### src/rtl/piso_shifter_if.sv
// Handshake/data bundle for piso_shifter: load request, shift enable and parallel word in,
// ready/serial bit/valid/done out. The master drives the requests; the shifter is the slave.
interface piso_shifter_if #(
  parameter int WIDTH = 8
);
  logic             load;
  logic             en;
  logic [WIDTH-1:0] in;
  logic             ready;
  logic             sout;
  logic             sout_valid;
  logic             done;

  modport master (
    output load, en, in,
    input  ready, sout, sout_valid, done
  );

  modport slave (
    input  load, en, in,
    output ready, sout, sout_valid, done
  );
endinterface

### src/rtl/piso_shifter.sv
// Parallel-in serial-out shifter: captures a word on load while ready, emits one bit per enabled
// clock, then pulses done. Define PISO_PARITY_EN to append an even-parity bit after the data.
//
// Handshake: load is accepted only at an edge where ready=1; it is never queued. sout is
// meaningful only while sout_valid=1 and is forced to 0 otherwise. en=0 stalls the current
// bit (data or parity); done is a one-cycle pulse that en does not gate. All outputs are registered.
module piso_shifter #(
  parameter int WIDTH     = 8,
  parameter int MSB_FIRST = 1
) (
  input  logic                clk,
  input  logic                reset,
  piso_shifter_if.slave       bus,
  output logic [1:0]          dbg_state_o
);

  localparam int CW = $clog2(WIDTH + 1);
  localparam logic [CW-1:0] LAST_IDX = CW'(WIDTH - 1);

`ifdef PISO_PARITY_EN
  typedef enum logic [1:0] {S_IDLE = 2'd0, S_SHIFT = 2'd1, S_DONE = 2'd2, S_PARITY = 2'd3} state_t;
`else
  typedef enum logic [1:0] {S_IDLE = 2'd0, S_SHIFT = 2'd1, S_DONE = 2'd2} state_t;
`endif

  state_t           state_q, state_d;
  logic [WIDTH-1:0] shreg_q, shreg_d;
  logic [CW-1:0]    cnt_q, cnt_d;
  logic             ready_q, ready_d;
  logic             sout_q, sout_d;
  logic             sout_valid_q, sout_valid_d;
  logic             done_q, done_d;
  logic             cur_bit;
`ifdef PISO_PARITY_EN
  logic             parity_q, parity_d;
`endif

  always_ff @(posedge clk) begin
    if (reset) begin
      state_q      <= S_IDLE;
      shreg_q      <= '0;
      cnt_q        <= '0;
      ready_q      <= 1'b1;
      sout_q       <= 1'b0;
      sout_valid_q <= 1'b0;
      done_q       <= 1'b0;
`ifdef PISO_PARITY_EN
      parity_q     <= 1'b0;
`endif
    end else begin
      state_q      <= state_d;
      shreg_q      <= shreg_d;
      cnt_q        <= cnt_d;
      ready_q      <= ready_d;
      sout_q       <= sout_d;
      sout_valid_q <= sout_valid_d;
      done_q       <= done_d;
`ifdef PISO_PARITY_EN
      parity_q     <= parity_d;
`endif
    end
  end

  always_comb begin
    state_d = state_q;
    shreg_d = shreg_q;
    cnt_d   = cnt_q;
`ifdef PISO_PARITY_EN
    parity_d = parity_q;
`endif
    case (state_q)
      S_IDLE: begin
        if (bus.load) begin
          state_d = S_SHIFT;
          shreg_d = bus.in;
          cnt_d   = '0;
`ifdef PISO_PARITY_EN
          parity_d = ^bus.in;
`endif
        end
      end
      S_SHIFT: begin
        if (bus.en) begin
          // The next bit to send always sits at the outgoing end of the register.
          shreg_d = (MSB_FIRST != 0) ? {shreg_q[WIDTH-2:0], 1'b0} : {1'b0, shreg_q[WIDTH-1:1]};
          if (cnt_q == LAST_IDX) begin
            cnt_d = CW'(WIDTH);
`ifdef PISO_PARITY_EN
            state_d = S_PARITY;
`else
            state_d = S_DONE;
`endif
          end else begin
            cnt_d = cnt_q + CW'(1);
          end
        end
      end
`ifdef PISO_PARITY_EN
      S_PARITY: begin
        if (bus.en) state_d = S_DONE;
      end
`endif
      S_DONE: begin
        state_d = S_IDLE;
        shreg_d = '0;
        cnt_d   = '0;
      end
      default: state_d = S_IDLE;
    endcase
  end

  // Outputs are decoded from the next state so they appear registered in the cycle they describe.
  always_comb begin
    cur_bit      = (MSB_FIRST != 0) ? shreg_d[WIDTH-1] : shreg_d[0];
    ready_d      = (state_d == S_IDLE);
    done_d       = (state_d == S_DONE);
    sout_valid_d = 1'b0;
    sout_d       = 1'b0;
    if (state_d == S_SHIFT) begin
      sout_valid_d = 1'b1;
      sout_d       = cur_bit;
    end
`ifdef PISO_PARITY_EN
    if (state_d == S_PARITY) begin
      sout_valid_d = 1'b1;
      sout_d       = parity_d;
    end
`endif
  end

  assign bus.ready      = ready_q;
  assign bus.sout       = sout_q;
  assign bus.sout_valid = sout_valid_q;
  assign bus.done       = done_q;
  assign dbg_state_o    = state_q;

endmodule

### src/flat_wrapper.sv
// flat-port wrapper written by rule: the top's interface ports become plain ports
module piso_shifter_flat 
#(
  parameter int WIDTH     = 8,
  parameter int MSB_FIRST = 1
)
  (clk, reset, dbg_state_o, bus_load, bus_en, bus_in, bus_ready, bus_sout, bus_sout_valid, bus_done);
  piso_shifter_if #(.WIDTH(WIDTH)) bus_i ();
  input  logic clk;
  input  logic reset;
  output logic [1:0] dbg_state_o;
  input wire logic [$bits(bus_i.load)-1:0] bus_load;
  input wire logic [$bits(bus_i.en)-1:0] bus_en;
  input wire logic [$bits(bus_i.in)-1:0] bus_in;
  output wire logic [$bits(bus_i.ready)-1:0] bus_ready;
  output wire logic [$bits(bus_i.sout)-1:0] bus_sout;
  output wire logic [$bits(bus_i.sout_valid)-1:0] bus_sout_valid;
  output wire logic [$bits(bus_i.done)-1:0] bus_done;
  assign bus_i.load = bus_load;
  assign bus_i.en = bus_en;
  assign bus_i.in = bus_in;
  assign bus_ready = bus_i.ready;
  assign bus_sout = bus_i.sout;
  assign bus_sout_valid = bus_i.sout_valid;
  assign bus_done = bus_i.done;
  piso_shifter #(.WIDTH(WIDTH), .MSB_FIRST(MSB_FIRST)) u_core (.clk(clk), .reset(reset), .bus(bus_i), .dbg_state_o(dbg_state_o));
endmodule
### config.mk
export PLATFORM = sky130hd
export DESIGN_NAME = piso_shifter_flat
export DESIGN_NICKNAME = d
export VERILOG_FILES = /design/src/rtl/piso_shifter_if.sv /design/src/rtl/piso_shifter.sv /design/src/flat_wrapper.sv
export SDC_FILE = /design/constraint.sdc
export NUM_CORES = 1
export LEC_CHECK = 0
export ABC_AREA = 1
export CAP_MARGIN = 20
export CORE_ASPECT_RATIO = 0.8
export CORE_MARGIN = 4
export CORE_UTILIZATION = 44
export DETAILED_ROUTE_END_ITERATION = 10
export PLACE_DENSITY_LB_ADDON = 0.25
export SLEW_MARGIN = 5
export SYNTH_ARGS = -nofsm -noshare
export SYNTH_HDL_FRONTEND = slang
export SYNTH_SLANG_ARGS = --single-unit
### constraint.sdc
create_clock -name clk -period 1.2 [get_ports clk]
set_input_delay 0.24 -clock clk [delete_from_list [all_inputs] [get_ports clk]]
set_output_delay 0.24 -clock clk [all_outputs]
set_load 0.05 [all_outputs]
==> results of run 1 <==
-- Yosys cell counts (all sizes together) --
cell	n	area share [%]
ha	1	1.4
nand2	30	13
nor3	2	2.4
buf	3	3.1
inv	12	5.1
o21bai	1	0.84
a21oi	10	5.6
and2	1	0.70
o21ai	5	4.1
clkbuf	1	1.5
nor2	26	12
nand3	16	9.0
nand4	1	0.70
dfxtp	18	41
-- logic make-up after synthesis --
kind of cell,count (synthesis),share of synthesized area [%]
adder cells (fa/ha/maj),1,1.41
AO/OA/AOI/OAI,16,10.5
buffers and inverters,16,9.70
AND/OR/NAND/NOR,76,37.8
flip-flops,18,40.5
-- placed cells by master, fill, tap and decap left out, drive strengths merged --
cell	Yosys	layout
buf	3	25
nor3	2	2
ha	1	1
nand4	1	1
clkbuf	1	4
dfxtp	18	18
and2	1	1
dlymetal6s2s	0	1
clkdlybuf4s50	0	10
o21bai	1	1
o21ai	5	5
a21oi	10	10
nand3	16	16
nand2	30	30
nor2	26	26
inv	12	12
-- sequential cells by signal (all words and copies together) (netlist names) --
signal,count
u_core.bus.sout,1
u_core.bus.ready,1
u_core.dbg_state_o,2
u_core.bus.sout_valid,1
u_core.shreg_q,8
u_core.bus.done,1
u_core.cnt_q,4
-- timing repair --
action | in CTS | in global routing
endpoints found under the setup margin | 1 | 13
gates cloned | 0 | 0
setup buffers | 0 | 4
gates resized for setup | 1 | 10
pin swaps | 0 | 3
hold buffers | 0 | 0
-- critical path, cell delays in order (launching register included) --
cell,delay (ns)
dfxtp_4,0.38
buf_6,0.12
buf_12,0.14
-- final cells by class --
type | count | area share (%)
clock buffers | 4 | 1.98
flip-flops and latches | 18 | 27.9
inverters | 12 | 3.40
repair buffers | 36 | 29.9
multi-input cells | 93 | 34.6
well taps | 24 | 2.27
-- per-layer routing --
metal | vias to the layer above | global-route usage [%] | part of all wire (%)
met1 | 429 | 21.1 | 44
li1 | 482 | - | -
met5 | - | 0 | 0
met4 | 0 | 5.09 | 1.2
met3 | 6 | 5.82 | 4.2
met2 | 17 | 33.4 | 50
-- worst min path at each step --
stage / cells after the start / startpoint / end / slack [ns]
after global routing: 3 / bus_en / u_core.dbg_state_o[1]$_SDFF_PP0_ / 0.36
final: 3 / bus_en / u_core.dbg_state_o[1]$_SDFF_PP0_ / 0.37
after global placement: 2 / u_core.shreg_q[0]$_SDFFE_PP0P_ / u_core.shreg_q[0]$_SDFFE_PP0P_ / 0.47
after detailed placement: 2 / u_core.shreg_q[4]$_SDFFE_PP0P_ / u_core.shreg_q[4]$_SDFFE_PP0P_ / 0.47
after CTS: 2 / u_core.shreg_q[4]$_SDFFE_PP0P_ / u_core.shreg_q[4]$_SDFFE_PP0P_ / 0.49
after floorplan: 1 / reset / u_core.bus.done$_SDFF_PP0_ / 0.31
-- metrics by stage --
step	util (%)	area (sq um)
3_3_place_gp	65.5	1240
4_1_cts	67.1	1270
3_5_place_dp	65.5	1240
2_1_floorplan	-	895
5_1_grt	70.0	1320
6_report	70.0	1320
-- power by group through the flow --
stage | registers [uW] | clock network [uW] | logic, uW
6_report | 663 | 330 | 398
5_1_grt | 667 | 361 | 427
4_1_cts | 663 | 332 | 366
3_5_place_dp | 677 | 0 | 361
3_3_place_gp | 676 | 0 | 350
2_1_floorplan | 711 | 0 | 152
==> metrics.cfg, run 1 <==
[run_status]
status=complete, no violations

[power]
p_seq_share_pct=47.7
p_per_area_nw_per_um2=1050
p_sw_share_pct=30.9
p_clk_share_pct=23.7
fin_total_pwr_uw=1390
p_int_uw=960
max-vdd-ir-drop_uv=787
p_leak_uw=0.000602
power.switching_uw=430
p_comb_share_pct=28.6

[synth]
synth-seq-cells=18
seq_area_frac_synth_pct=40.5
synth_cell_types=19
syn-instance-count=127
synth_nets=140
postSynthAreaPerCell_sq_um=7.00
ys_warn_count=0
syn-cell-area_sq_um=890

[layout]
regArea_sq_um=369
fill_cells=156
num-nets-final=177
antenna_cells=0
final_cells=187
drive_gt1_share_pct=23.9
syn_to_final_growth_pct=48.8
multiInputGateArea_sq_um=458

[critical_path]
crit_fanout=4
end_kind=output pin
endpoint=dbg_state_o[0]
r2r_slack_ns=0.04
startpoint=u_core.dbg_state_o[0]$_SDFF_PP0_
cp_data_arrival_time_ns=0.94
r2r_end=u_core.shreg_q[1]$_SDFFE_PP0P_
critPathKind=register to output pin
reg2reg_depth=6
startpoint_type=register
r2r-start=u_core.dbg_state_o[0]$_SDFF_PP0_
crit_required_ns=0.96

[global_route]
grt_pass1_vias=851
gr-total-overflow=0
grt_pass1_wl_um=3790
antenna_found_initial=0
grt_max_degree=11
grtUsageTotal_pct=18.3

[sta]
grt_setup_unrepaired=true
slew_headroom_pct=82.1
worst_slew_pin_slew_ns=0.267
setup_viol=0
hold_violations=0
fin_skew_ns=0.00570
drv_slew=0
holdWs_ns=0.369
fmax_ghz=0.845
fin_crit_sh_pct=98.7
setup_ws_ns=0.0161
finalSetupTns_ns=0
fin_crit_ns=1.18

[drt]
firstDrtPassIters=4
drtAntennaViolNets=0
first_iter_violations=28
drt-wirelength-per-cell_um=12.6
drc=0
totalWireLength_um=2360
via_count=934
vias_per_cell=4.99

[clocking]
clockRootBuffer=clkbuf_4
clk_pin_slew_ns=0.11
cts_buffers=3
cts_sinks=18
h-tree-depth=1
cts_buffer_depth=2
clkLatencyLatePin_ns=0.31
cts_tree=built

[run]
maxCapViolCount=0

[die]
core-area_sq_um=1890
die_x_um=58.3
initial_utilization_pct=47.0
dieArea_sq_um=2810
rows=14
fp.dieH_um=48.2
io_pins=18

[hold_path]
hold_path_class=input pin to register

[placed_design]
port-buffer-count=17
hpwlAfterDp_um=1780
gp_congestion=0.838
dp_slack_ns=-0.245
placedCellCount=179

Note: power is estimated with default switching activity, not from simulation.
==> inputs of run 2 (changes only) <==
--- a/config.mk
+++ b/config.mk
@@ -9,8 +9,10 @@
 export CAP_MARGIN = 20
 export CORE_ASPECT_RATIO = 0.8
 export CORE_MARGIN = 4
-export CORE_UTILIZATION = 44
+export CORE_UTILIZATION = 24
+export CTS_CLUSTER_DIAMETER = 40
 export DETAILED_ROUTE_END_ITERATION = 10
+export GPL_ROUTABILITY_DRIVEN = 0
 export PLACE_DENSITY_LB_ADDON = 0.25
 export SLEW_MARGIN = 5
 export SYNTH_ARGS = -nofsm -noshare
==> run 2 against run 1 <==
Sequential share of layout area down 0.28 points. Routed wire length fell by 13%. Critical path type unchanged. Critical path depth is the same. Clock skew is 0.0026 ns lower. Die area up 69%. Combinational power decreased by 7.5%.
==> metrics.cfg, run 2 (synthesis gave the netlist of run 1 again) <==
[layout]
syn_to_final_growth_pct=48.8  ; unchanged
fill_cells=378  ; +140%
layout_commonest_cell=nand2_1
design_area_sq_um=1320  ; unchanged
antenna_cells=0  ; unchanged
multiInputGateArea_sq_um=465  ; +1.6%
regArea_sq_um=365  ; -1.0%
drive_gt1_share_pct=22.8  ; -1.1 points
mostFrequentLayoutCells=nand2_1 (26), nor2_1 (24), dfxtp_1 (16), nand3_1 (15), buf_4 (13)
num-nets-final=172  ; -2.8%
largest_reg_flops=8  ; unchanged
utilization_pct=37.9  ; -32 points
regMostFlops=u_core.shreg_q

[power]
p_clk_share_pct=32.6  ; +8.9 points
power.switching_uw=424  ; -1.4%
p_leak_uw=0.000591  ; -1.8%
p_seq_share_pct=43.3  ; -4.4 points
max-vdd-ir-drop_uv=405  ; -49%
p_sw_share_pct=27.7  ; -3.2 points
p_comb_share_pct=24.1  ; -4.5 points
p_per_area_nw_per_um2=1160  ; +10%
p_int_uw=1110  ; +15%
fin_total_pwr_uw=1530  ; +10%

[sta]
drv_slew=0  ; unchanged
fmax_ghz=0.880  ; +4.2%
fin_crit_ns=1.14  ; -0.0482 ns
fin_crit_sh_pct=94.6  ; -4.0 points
worst_slew_pin_slew_ns=0.298  ; +0.0303 ns
slew_headroom_pct=80.1  ; -2.0 points
finalSetupTns_ns=0  ; unchanged
fin_skew_ns=0.00315  ; -0.00255 ns
hold_violations=0  ; unchanged
holdWs_ns=0.427  ; +0.0580 ns
setup_viol=0  ; unchanged

[run_status]
status=complete, no violations

[die]
core-area_sq_um=3490  ; +85%
rows=19  ; +5
fp.dieH_um=62.5  ; +30%
die_x_um=76.1  ; +31%
dieArea_sq_um=4750  ; +69%
io_pins=18  ; unchanged
initial_utilization_pct=25.5  ; -22 points

[critical_path]
slowest_delay_ns=0.37  ; about the same
critical_path_buf_inv_count=2  ; unchanged
crit_path_top_delay_cell=dfxtp_4
r2r_slack_ns=0.07  ; +0.03 ns
critPathKind=register to output pin
critical-path-top-delay-family=flip-flops
cp_data_arrival_time_ns=0.90  ; -0.04 ns
crit_required_ns=0.96  ; about the same
crit_fanout=5  ; +1
reg2reg_depth=6  ; unchanged
cp.depth=2  ; unchanged
end_kind=output pin
path_cells=buf_4, buf_12
startpoint_type=register

[run]
maxCapViolCount=0  ; unchanged

[drt]
totalWireLength_um=2060  ; -13%
firstDrtPassIters=4  ; unchanged
drc=0  ; unchanged
drt-wirelength-per-cell_um=10.3  ; -18%
first_iter_violations=32  ; +14%
drtAntennaViolNets=0  ; unchanged
vias_per_cell=4.31  ; -14%
via_count=861  ; -7.8%

[placed_design]
port-buffer-count=17  ; unchanged
dpl_cell_area_sq_um=1230  ; -1.0%
hpwlAfterDp_um=1650  ; -7.8%

[clocking]
clockRootBuffer=clkbuf_8
cts_tree=built
cts_buffer_depth=2  ; unchanged
clkLatencyLatePin_ns=0.25  ; -0.06 ns
ctsHoldBuffers=0  ; unchanged
cts_sinks=18  ; unchanged
clk_pin_slew_ns=0.07  ; -0.04 ns
cts_buffers=3  ; unchanged
h-tree-depth=1  ; unchanged

[global_route]
gr-total-overflow=0  ; unchanged
grt_pass1_vias=778  ; -8.6%
grt_max_degree=11  ; unchanged
grt_pass1_wl_um=3510  ; -7.3%
grtUsageTotal_pct=8.92  ; -9.4 points
antenna_found_initial=0  ; unchanged

[hold_path]
whs_path_depth=3  ; unchanged
hold_path_class=input pin to register

==> run 2: cell types whose count changed in the layout (fill, tap and decap cells not counted), moves of 2 or more <==
cell,delta
nand2_1,-2
nand2_2,+2
clkbuf_8,+4
clkbuf_4,-3
buf_4,-3
==> run 2: what timing repair did <==
action / 4_1_cts / 5_1_grt
buffers inserted: 0 / 2
pin swaps: 0 / 2
setup endpoints to repair: 1 / 15
gates resized for setup: 2 / 9
==> run 2: area by class of cell <==
cell class,instances,share of cell area [%]
inverters,12,3.40
multi-input cells,93,35.2
repair buffers,31,25.7
flip-flops and latches,18,27.6
well taps,42,3.97
clock buffers,4,4.16
==> run 2: per-stage QoR <==
| step | std cells | setup WS [ns] |
|---|---|---|
| 2_1_floorplan | 127 | 0.0183 |
| 4_1_cts | 198 | 0.0168 |
| 3_5_place_dp | 194 | -0.281 |
| 3_3_place_gp | 194 | -0.228 |
| 5_1_grt | 200 | -0.0149 |
| 6_report | 200 | 0.0642 |
==> run 2: power groups by stage <==
stage	Combinational (uW)	Clock, uW	Sequential (uW)
final	368	498	662
after global routing	408	541	667
after CTS	348	514	663
after detailed placement	347	0	676
after global placement	343	0	677
after floorplan	152	0	711
==> run 2: routing by layer <==
metal	track usage, %	vias up	part of all wire (%)
met5	0	-	0
met4	2.62	0	1.1
met3	3.31	4	4.6
met2	13.0	12	44
met1	12.2	379	50
li1	-	466	-
==> run 2: path summary, 6_finish.rpt <==
kind,start,to
worst max-delay path,u_core.dbg_state_o[0]$_SDFF_PP0_,dbg_state_o[0]
worst min-delay path,bus_en,u_core.bus.done$_SDFF_PP0_
worst max register to register,u_core.dbg_state_o[0]$_SDFF_PP0_,u_core.shreg_q[5]$_SDFFE_PP0P_
worst min register to register,u_core.shreg_q[6]$_SDFFE_PP0P_,u_core.shreg_q[6]$_SDFFE_PP0P_
==> run 2: worst register-to-register path: stages, from the launching register on <==
cell and delay (ns):
dfxtp_4 0.38, inv_2 0.05, nor2_4 0.20, nand2_4 0.11, buf_4 0.16, nand3_1 0.06
a21oi_1 0.06
